--- config.mk ---
export PLATFORM = sky130hd
export DESIGN_NAME = up_sample_reader
export DESIGN_NICKNAME = d
export VERILOG_FILES = /design/src/rtl/up_sample_reader.sv
export SDC_FILE = /design/constraint.sdc
export NUM_CORES = 2
export LEC_CHECK = 0
export BUFFER_PORTS_ARGS = -buffer_cell sky130_fd_sc_hd__clkbuf_2
export CAP_MARGIN = 30
export CORE_MARGIN = 2
export CORE_UTILIZATION = 27
export DETAILED_ROUTE_END_ITERATION = 8
export PLACE_DENSITY = 0.38
export SYNTH_ARGS = -nofsm -noshare
export SYNTH_HDL_FRONTEND = slang
export SYNTH_SLANG_ARGS = --single-unit
export TNS_END_PERCENT = 5
--- constraint.sdc ---
create_clock -name clk -period 5.93 [get_ports clk]
set_input_delay 0.593 -clock clk [delete_from_list [all_inputs] [get_ports clk]]
set_output_delay 0.593 -clock clk [all_outputs]
set_load 0.05 [all_outputs]
--- src/rtl/up_sample_reader.sv ---
// rtl/up_sample_reader.sv - 2x pixel-replication upsampler fed from a FIFO read port
//
// Pops one pixel at a time from the upstream FIFO (empty/rd_en/valid/din), stores
// the row in a line buffer and emits every pixel twice horizontally. The row is then
// replayed from the line buffer, so each input row also appears twice vertically.
//
// Ports:
//   clk, rst     single rising-edge clock, synchronous active-high reset
//   empty        FIFO empty flag
//   rd_en        FIFO pop request
//   valid, din   FIFO read data, one cycle after an accepted rd_en
//   dout         upsampled pixel
//   valid_out    dout valid, held stable with dout until ready
//   ready        downstream accept
//   frame_done   one-cycle pulse after the last pixel of a frame is accepted
//   overrun      sticky flag: FIFO data seen with no read outstanding
module up_sample_reader #(
  parameter int IN_WIDTH  = 320,
  parameter int IN_HEIGHT = 240,
  parameter int DATA_W    = 8,
  parameter int ADDR_W    = 9
) (
  input  logic              clk,
  input  logic              rst,
  input  logic              empty,
  input  logic              valid,
  input  logic [DATA_W-1:0] din,
  output logic              rd_en,
  output logic [DATA_W-1:0] dout,
  output logic              valid_out,
  input  logic              ready,
  output logic              frame_done,
  output logic              overrun
);

  localparam int LB_AW = (IN_WIDTH > 1) ? $clog2(IN_WIDTH) : 1;
  localparam int ROW_W = (IN_HEIGHT > 1) ? $clog2(IN_HEIGHT) : 1;
  localparam logic [ADDR_W-1:0] LAST_COL = ADDR_W'(IN_WIDTH - 1);
  localparam logic [ROW_W-1:0]  LAST_ROW = ROW_W'(IN_HEIGHT - 1);

  typedef enum logic {S_FILL, S_REPEAT} state_t;

  state_t            state;
  logic [ADDR_W-1:0] col;
  logic [ROW_W-1:0]  row;
  logic              pend;
  logic              hold_phase;
  logic [DATA_W-1:0] linebuf [IN_WIDTH];

  logic              accept;
  logic              ph1_acc;
  logic              last_col;
  logic              hold_free;
  logic              row_end;
  logic              fill_load;
  logic              rep_load;
  logic [LB_AW-1:0]  rep_addr;

  // dout/valid_out are the hold register itself.
  assign accept    = valid_out & ready;
  assign ph1_acc   = accept & hold_phase;
  assign last_col  = (col == LAST_COL);
  assign hold_free = !valid_out | ph1_acc;
  // Final pixel of the current row pass is leaving: nothing more to fetch this pass.
  assign row_end   = ph1_acc & last_col;

  // The row end guard stops a read of a non-existent column W during FILL->REPEAT.
  assign rd_en     = (state == S_FILL) & !empty & !pend & hold_free & !row_end;
  assign fill_load = valid & pend;

  // Replay address: the column after the pixel that is leaving, else the current one.
  assign rep_addr  = ph1_acc ? LB_AW'(col + ADDR_W'(1)) : col[LB_AW-1:0];
  assign rep_load  = (state == S_REPEAT) & hold_free & !row_end;

  always_ff @(posedge clk) begin
    if (!rst && fill_load) begin
      linebuf[col[LB_AW-1:0]] <= din;
    end
  end

  always_ff @(posedge clk) begin
    if (rst) begin
      state      <= S_FILL;
      col        <= '0;
      row        <= '0;
      pend       <= 1'b0;
      hold_phase <= 1'b0;
      valid_out  <= 1'b0;
      dout       <= '0;
      frame_done <= 1'b0;
      overrun    <= 1'b0;
    end else begin
      frame_done <= 1'b0;

      if (rd_en) begin
        pend <= 1'b1;
      end

      // Drain the hold register: phase 0 -> phase 1 -> empty.
      if (accept) begin
        if (!hold_phase) begin
          hold_phase <= 1'b1;
        end else begin
          valid_out <= 1'b0;
        end
      end

      if (ph1_acc) begin
        if (last_col) begin
          col <= '0;
          if (state == S_FILL) begin
            state <= S_REPEAT;
          end else begin
            state <= S_FILL;
            if (row == LAST_ROW) begin
              row        <= '0;
              frame_done <= 1'b1;
            end else begin
              row <= row + ROW_W'(1);
            end
          end
        end else begin
          col <= col + ADDR_W'(1);
        end
      end

      // Reads are only issued when the hold register frees up the following
      // cycle, so returning data always lands in an empty hold register.
      if (valid) begin
        if (pend) begin
          pend       <= 1'b0;
          dout       <= din;
          valid_out  <= 1'b1;
          hold_phase <= 1'b0;
        end else begin
          overrun <= 1'b1;
        end
      end

      // The line buffer read registers straight into the hold register, which
      // keeps REPEAT at one output per cycle.
      if (rep_load) begin
        dout       <= linebuf[rep_addr];
        valid_out  <= 1'b1;
        hold_phase <= 1'b0;
      end
    end
  end

endmodule
# Yosys cells after proc, flatten, opt, wreduce, memory -nomap -nowiden
# Memory sizes are Yosys's and may differ from the RTL's.
# Cells that the tools add are included.
op_classes:
  add_sub_neg: 2
  eq_ne: 2
  mux: 21
  bitwise_logic: 15
  n_reduce_logical: 14
ops:
  columns: ["operator", "n"]
  rows:
  - ["$mux 8", 4]
  - ["$mux 9", 2]
  - ["$mux 1", 15]
  - ["$and 1x1->1", 10]
  - ["$add 9x1->9 const B", 1]
  - ["$eq 9x9->1 const B", 1]
  - ["$add 8x1->8 const B", 1]
  - ["$eq 8x8->1 const B", 1]
  - ["$reduce_and 2->1", 3]
  - ["$logic_not 1->1", 5]
  - ["$not 1->1", 4]
  - ["$reduce_bool 2->1", 2]
  - ["$reduce_or 4->1", 1]
  - ["$reduce_and 3->1", 1]
  - ["$reduce_or 2->1", 1]
  - ["$logic_and 1x1->1", 1]
  - ["$or 1x1->1", 1]
word_totals:
  register_bits: 31
  ramBits: 2560
  input_bits: 13
  elab_cells: 64
  mem_count: 1
mem_list:
  columns: ["memory", "depth", "width", "rd", "rd_ports_with_merged_regs", "wr", "line_no", "source"]
  rows:
  - ["linebuf", 320, 8, 1, 0, 1, "48", "logic [DATA_W-1:0] linebuf [IN_WIDTH];"]

# Longest topological paths before layout
depth:
  word_depth: 8
  ltp_mapped: 14
  mapped_depth_nobuf: 10

# Worst setup path after synthesis
# No wires, ideal clock.
synth_path:
  path_kind: "reg2out"
  startpoint: "register valid_out"
  endpoint: "output rd_en"
  arrival_time_ns: 2.789
  slack_ns: 2.548
  stages_incl_launch_ff: 5
  n_path_buf: 0
  path_cell_list: "dfxtp_1 > nand4_2 > nor3_1 > a21oi_1 > nor4b_1"
synth_via:
  elab_chain_len: 5
  word_cells_on_any_way: 8
  classes_between: "6 x bitwise; 2 x reduce/logical"
synth_lines:
  columns: ["item", "line_no", "source"]
  rows:
  - ["start: declaration", "30", "output logic valid_out,"]
  - ["start signal: assignment", "88", "valid_out <= 1'b0;"]
  - ["start signal: assignment", "104", "valid_out <= 1'b0;"]
  - ["start signal: assignment", "133", "valid_out <= 1'b1;"]
  - ["$and 1x1->1", "60", "assign accept = valid_out & ready;"]
  - ["$and 1x1->1", "61", "assign ph1_acc = accept & hold_phase;"]
  - ["$or 1x1->1 / $and 1x1->1 (equally long branches)", "63, 65", null]
  - ["$and 1x1->1 / $logic_not 1->1 (equally long branches)", "68", "assign rd_en = (state == S_FILL) & !empty & !pend & hold_free & !row_end;"]
  - ["$and 1x1->1 (*)", "68", null]
  - ["end: declaration", "28", "output logic rd_en,"]
# Mark *: on every way between the ends. The rest lies on a longest branch, timed or not.

# Final worst setup path
layout_path:
  startpoint: "register col[0]"
  endpoint: "register dout[2]"
layout_via:
  elab_chain_len: 6
  word_cells_on_any_way: 11
  classes_between: "1 x add/sub; 1 x eq/ne; 2 x mux; 2 x bitwise; 4 x reduce/logical; 1 x memory"
layout_lines:
  columns: ["item", "line_no", "source"]
  rows:
  - ["start: declaration", "44", "logic [ADDR_W-1:0] col;"]
  - ["start signal: assignment", "123", "col <= col + ADDR_W'(1);"]
  - ["branches (longest 6 deep; another with $add 9x1->9)", null, null]
  - ["end signal: assignment", "132", "dout <= din;"]
  - ["end signal: assignment", "143", "dout <= linebuf[rep_addr];"]
  - ["end: declaration", "29", "output logic [DATA_W-1:0] dout,"]
# Several ways; the timed one is not identified.
# A chain may end at the register's enable or synchronous reset.

==> results.ini <==
[die]
rows = 225
fp.coreArea_sq_um = 376400
dieHeight_um = 619.4
die_area_sq_um = 383600
initial_core_util_pct = 27.16
die_w_um = 619.4
io-pin-count = 25

[cts]
clk_latency_ns = 0.90
post_cts_buffers = 0
root_buffer = clkbuf_16
path_clk_slew_ns = 0.06
cts_buffers = 296
cts.sinks = 2591
h-tree-depth = 5
cts_max_path_buffers = 4
cts_tree = built

[setup_path]
cp.arrival_ns = 6.04
crit_fanout = 54
critPathLaunchType = register
slowest_delay_ns = 0.61
worstSetupPathType = register to register
cp-end-kind = register
reg2reg_slack_ns = 0.68
worstPathCellList = ha_1, nand4_2, xnor2_4, buf_12, buf_12, buf_4, mux2i_1, mux2i_1, a32oi_1, nand4_1, a32oi_1, nand4_1, a22o_1
crit_path_top_delay_cell = buf_4
required_ns = 6.72

[sta]
finalCritPeriodShare_pct = 88.52
skew_ns = 0.02991
final-hold-violation-count = 0
slew_viol_final = 0
worst_pin_slew_ns = 1.148
tns_ns = 0
fmax_ghz = 0.1905
rsz0062_at_grt = no
fin_crit_ns = 5.249
slew_headroom_pct = 23.47
setup_ws_ns = 0.6806
setup-violations-final = 0

[job]
drv_cap = 0

[pwr]
peakVddDrop_mv = 0.1967
power_mw = 38.18
p_per_area_nw_per_um2 = 322.4
leakage_nw = 37.68

[synth]
synthAdderAreaFrac_pct = 0.06119
ys_ff_latch = 2591
synth_cell_type_count = 66
synthCells = 7070
synthTopCellsByArea = edfxtp_1, nand2_1, nand3_1, mux2i_1, mux4_2
synth_nets = 7088
syn_area_per_cell_sq_um = 14.46
synth.largest_area_cell = edfxtp_1
synth_ff_type = edfxtp_1
ys_seq_area_share_pct = 75.80
synth-simple-area-share_pct = 12.81
yosys_warnings = 0
synth_compound_area_share_pct = 3.640
synth_edf_count = 2560
synth_area_sq_um = 102200
synth_top_family_by_area = simple AND/OR/NAND/NOR gates
synthXorXnorAreaFrac_pct = 0.1420
synth_async_sr_flop_share_pct = 0
synth_top_area_share_pct = 75.19
muxShareOfSynthArea_pct = 5.498

[placement]
pre_cts_ws_ns = 0.4726
port_buffers = 24
gp_congestion = 0.7865
post-dp-hpwl_um = 199400

[routing]
ant_nets = 0
routed_wl_um = 336800
vias_per_cell = 4.879
remaining_drc_errors = 0
wire_per_inst_um = 27.22
num_vias = 60390
drt_first_pass_iters = 6
drt-initial-drc-count = 5050

[grt]
grt_pass1_vias = 59670
grt_antenna_before_repair = 21
grt_max_degree = 152
grt-ovfl-total = 0
grt_usage_pct = 17.20
grt_pass1_wl_um = 473900

[min_path]
hold_class = input port to register

[cells_and_area]
nNetsFinal = 7169
layout-drive-gt1-share_pct = 10.89
area_growth_pct = 15.82

[run_status]
status = completed

[cells in the mapped netlist (6+ instances only)]
cell type,instances
a31oi_1,67
nor4_1,11
o22ai_1,30
a221oi_1,27
a211oi_2,7
xnor2_1,6
nand3_1,841
mux4_2,106
buf_4,18
nand4_1,116
clkbuf_1,228
nor3_1,21
a21oi_1,95
mux2i_1,322
nand2_1,1643
o41ai_1,7
a22o_1,7
and3_1,11
edfxtp_1,2560
buf_1,57
a32oi_1,196
a22oi_1,14
nor2_1,368
and2_1,8
nor2b_1,7
dfxtp_1,31
buf_2,163
o211ai_1,23
[worst paths after layout]
kind	depth (start not counted)	startpoint	endpoint
setup reg to reg	13	col[0]	dout[2]
setup / recovery	13	col[0]	dout[2]
hold reg to reg	2	overrun	overrun
hold / removal	4	empty	pend
[registers in the layout, summed over array words and instances (netlist names)]
name	cells
dout	8
state	1
row	8
linebuf	2560
pend	1
frame_done	1
hold_phase	1
overrun	1
col	9
valid_out	1
[logic make-up after synthesis]
| group | Yosys count |
|---|---|
| AO/OA/AOI/OAI | 499 |
| flip-flops | 2591 |
| buffers and inverters | 476 |
| AND/OR/NAND/NOR | 3056 |
| XOR/XNOR | 14 |
| multiplexers | 429 |
| adder cells (fa/ha/maj) | 5 |
[metal layers]
layer | vias to the layer above | share of wire, % | GRT usage [%]
li1 | 26830 | - | -
met1 | 31650 | 46 | 24.42
met2 | 1557 | 47 | 28.07
met3 | 349 | 4.7 | 2.358
met4 | 0 | 1.9 | 3.420
met5 | - | 0 | 0
[layout make-up]
type,count,area [sq um]
inverter,5,18.77
clock inverter,138,902.1
timing repair buffer,254,2729
sequential,2591,77490
antenna,3,7.507
fill,37240,258000
tap,4994,6248
clock buffer,389,8167
multi-input combinational,4003,22850
[power breakdown]
group | leakage (nW) | switching, mW | total, mW | internal [mW]
logic | 9.99 | 0.437 | 0.499 | 0.0616
registers | 23.2 | 0.00688 | 20.1 | 20.1
clock network | 4.44 | 7.49 | 17.6 | 10.1
[critical path: cells and delay by family, from the launching register on]
family,cells,cell delay (ns)
buffers and inverters,3,1.06
adder cells (fa/ha/maj),1,0.27
XOR/XNOR,1,0.40
AO/OA/AOI/OAI,3,1.20
AND/OR/NAND/NOR,3,1.10
flip-flops,1,0.54
multiplexers,2,0.49
[timing repair]
| action | in CTS | in global routing |
|---|---|---|
| hold buffers | 1 | 0 |
| setup endpoints to repair | 0 | 0 |
| endpoints found under the hold margin | 1 | 0 |
| gates resized for setup | 0 | 0 |
[through the flow]
step	hold WS [ns]	cells	cell area, sq um	util, %
global route	0.08243	12380	118400	31.46
CTS	0.03220	12370	118300	31.43
detailed placement	0.4697	11840	109200	29.02
global placement	0.4692	11810	108800	28.92
floorplan	0.4529	7070	102200	-
finish	0.09544	12380	118400	31.46
[placed cells by master (no fill, tap or decap), drive strengths merged, types with 27 or more instances in the layout]
master	n
nand4	117
clkinv	115
a221oi	27
a32oi	196
buf	237
nand3	846
edfxtp	2560
mux2i	322
mux4	106
clkbuf	405
a31oi	67
nor2	370
nand2	1645
o22ai	30
a21oi	97
dfxtp	31
Power figures use the tool's default switching activity.
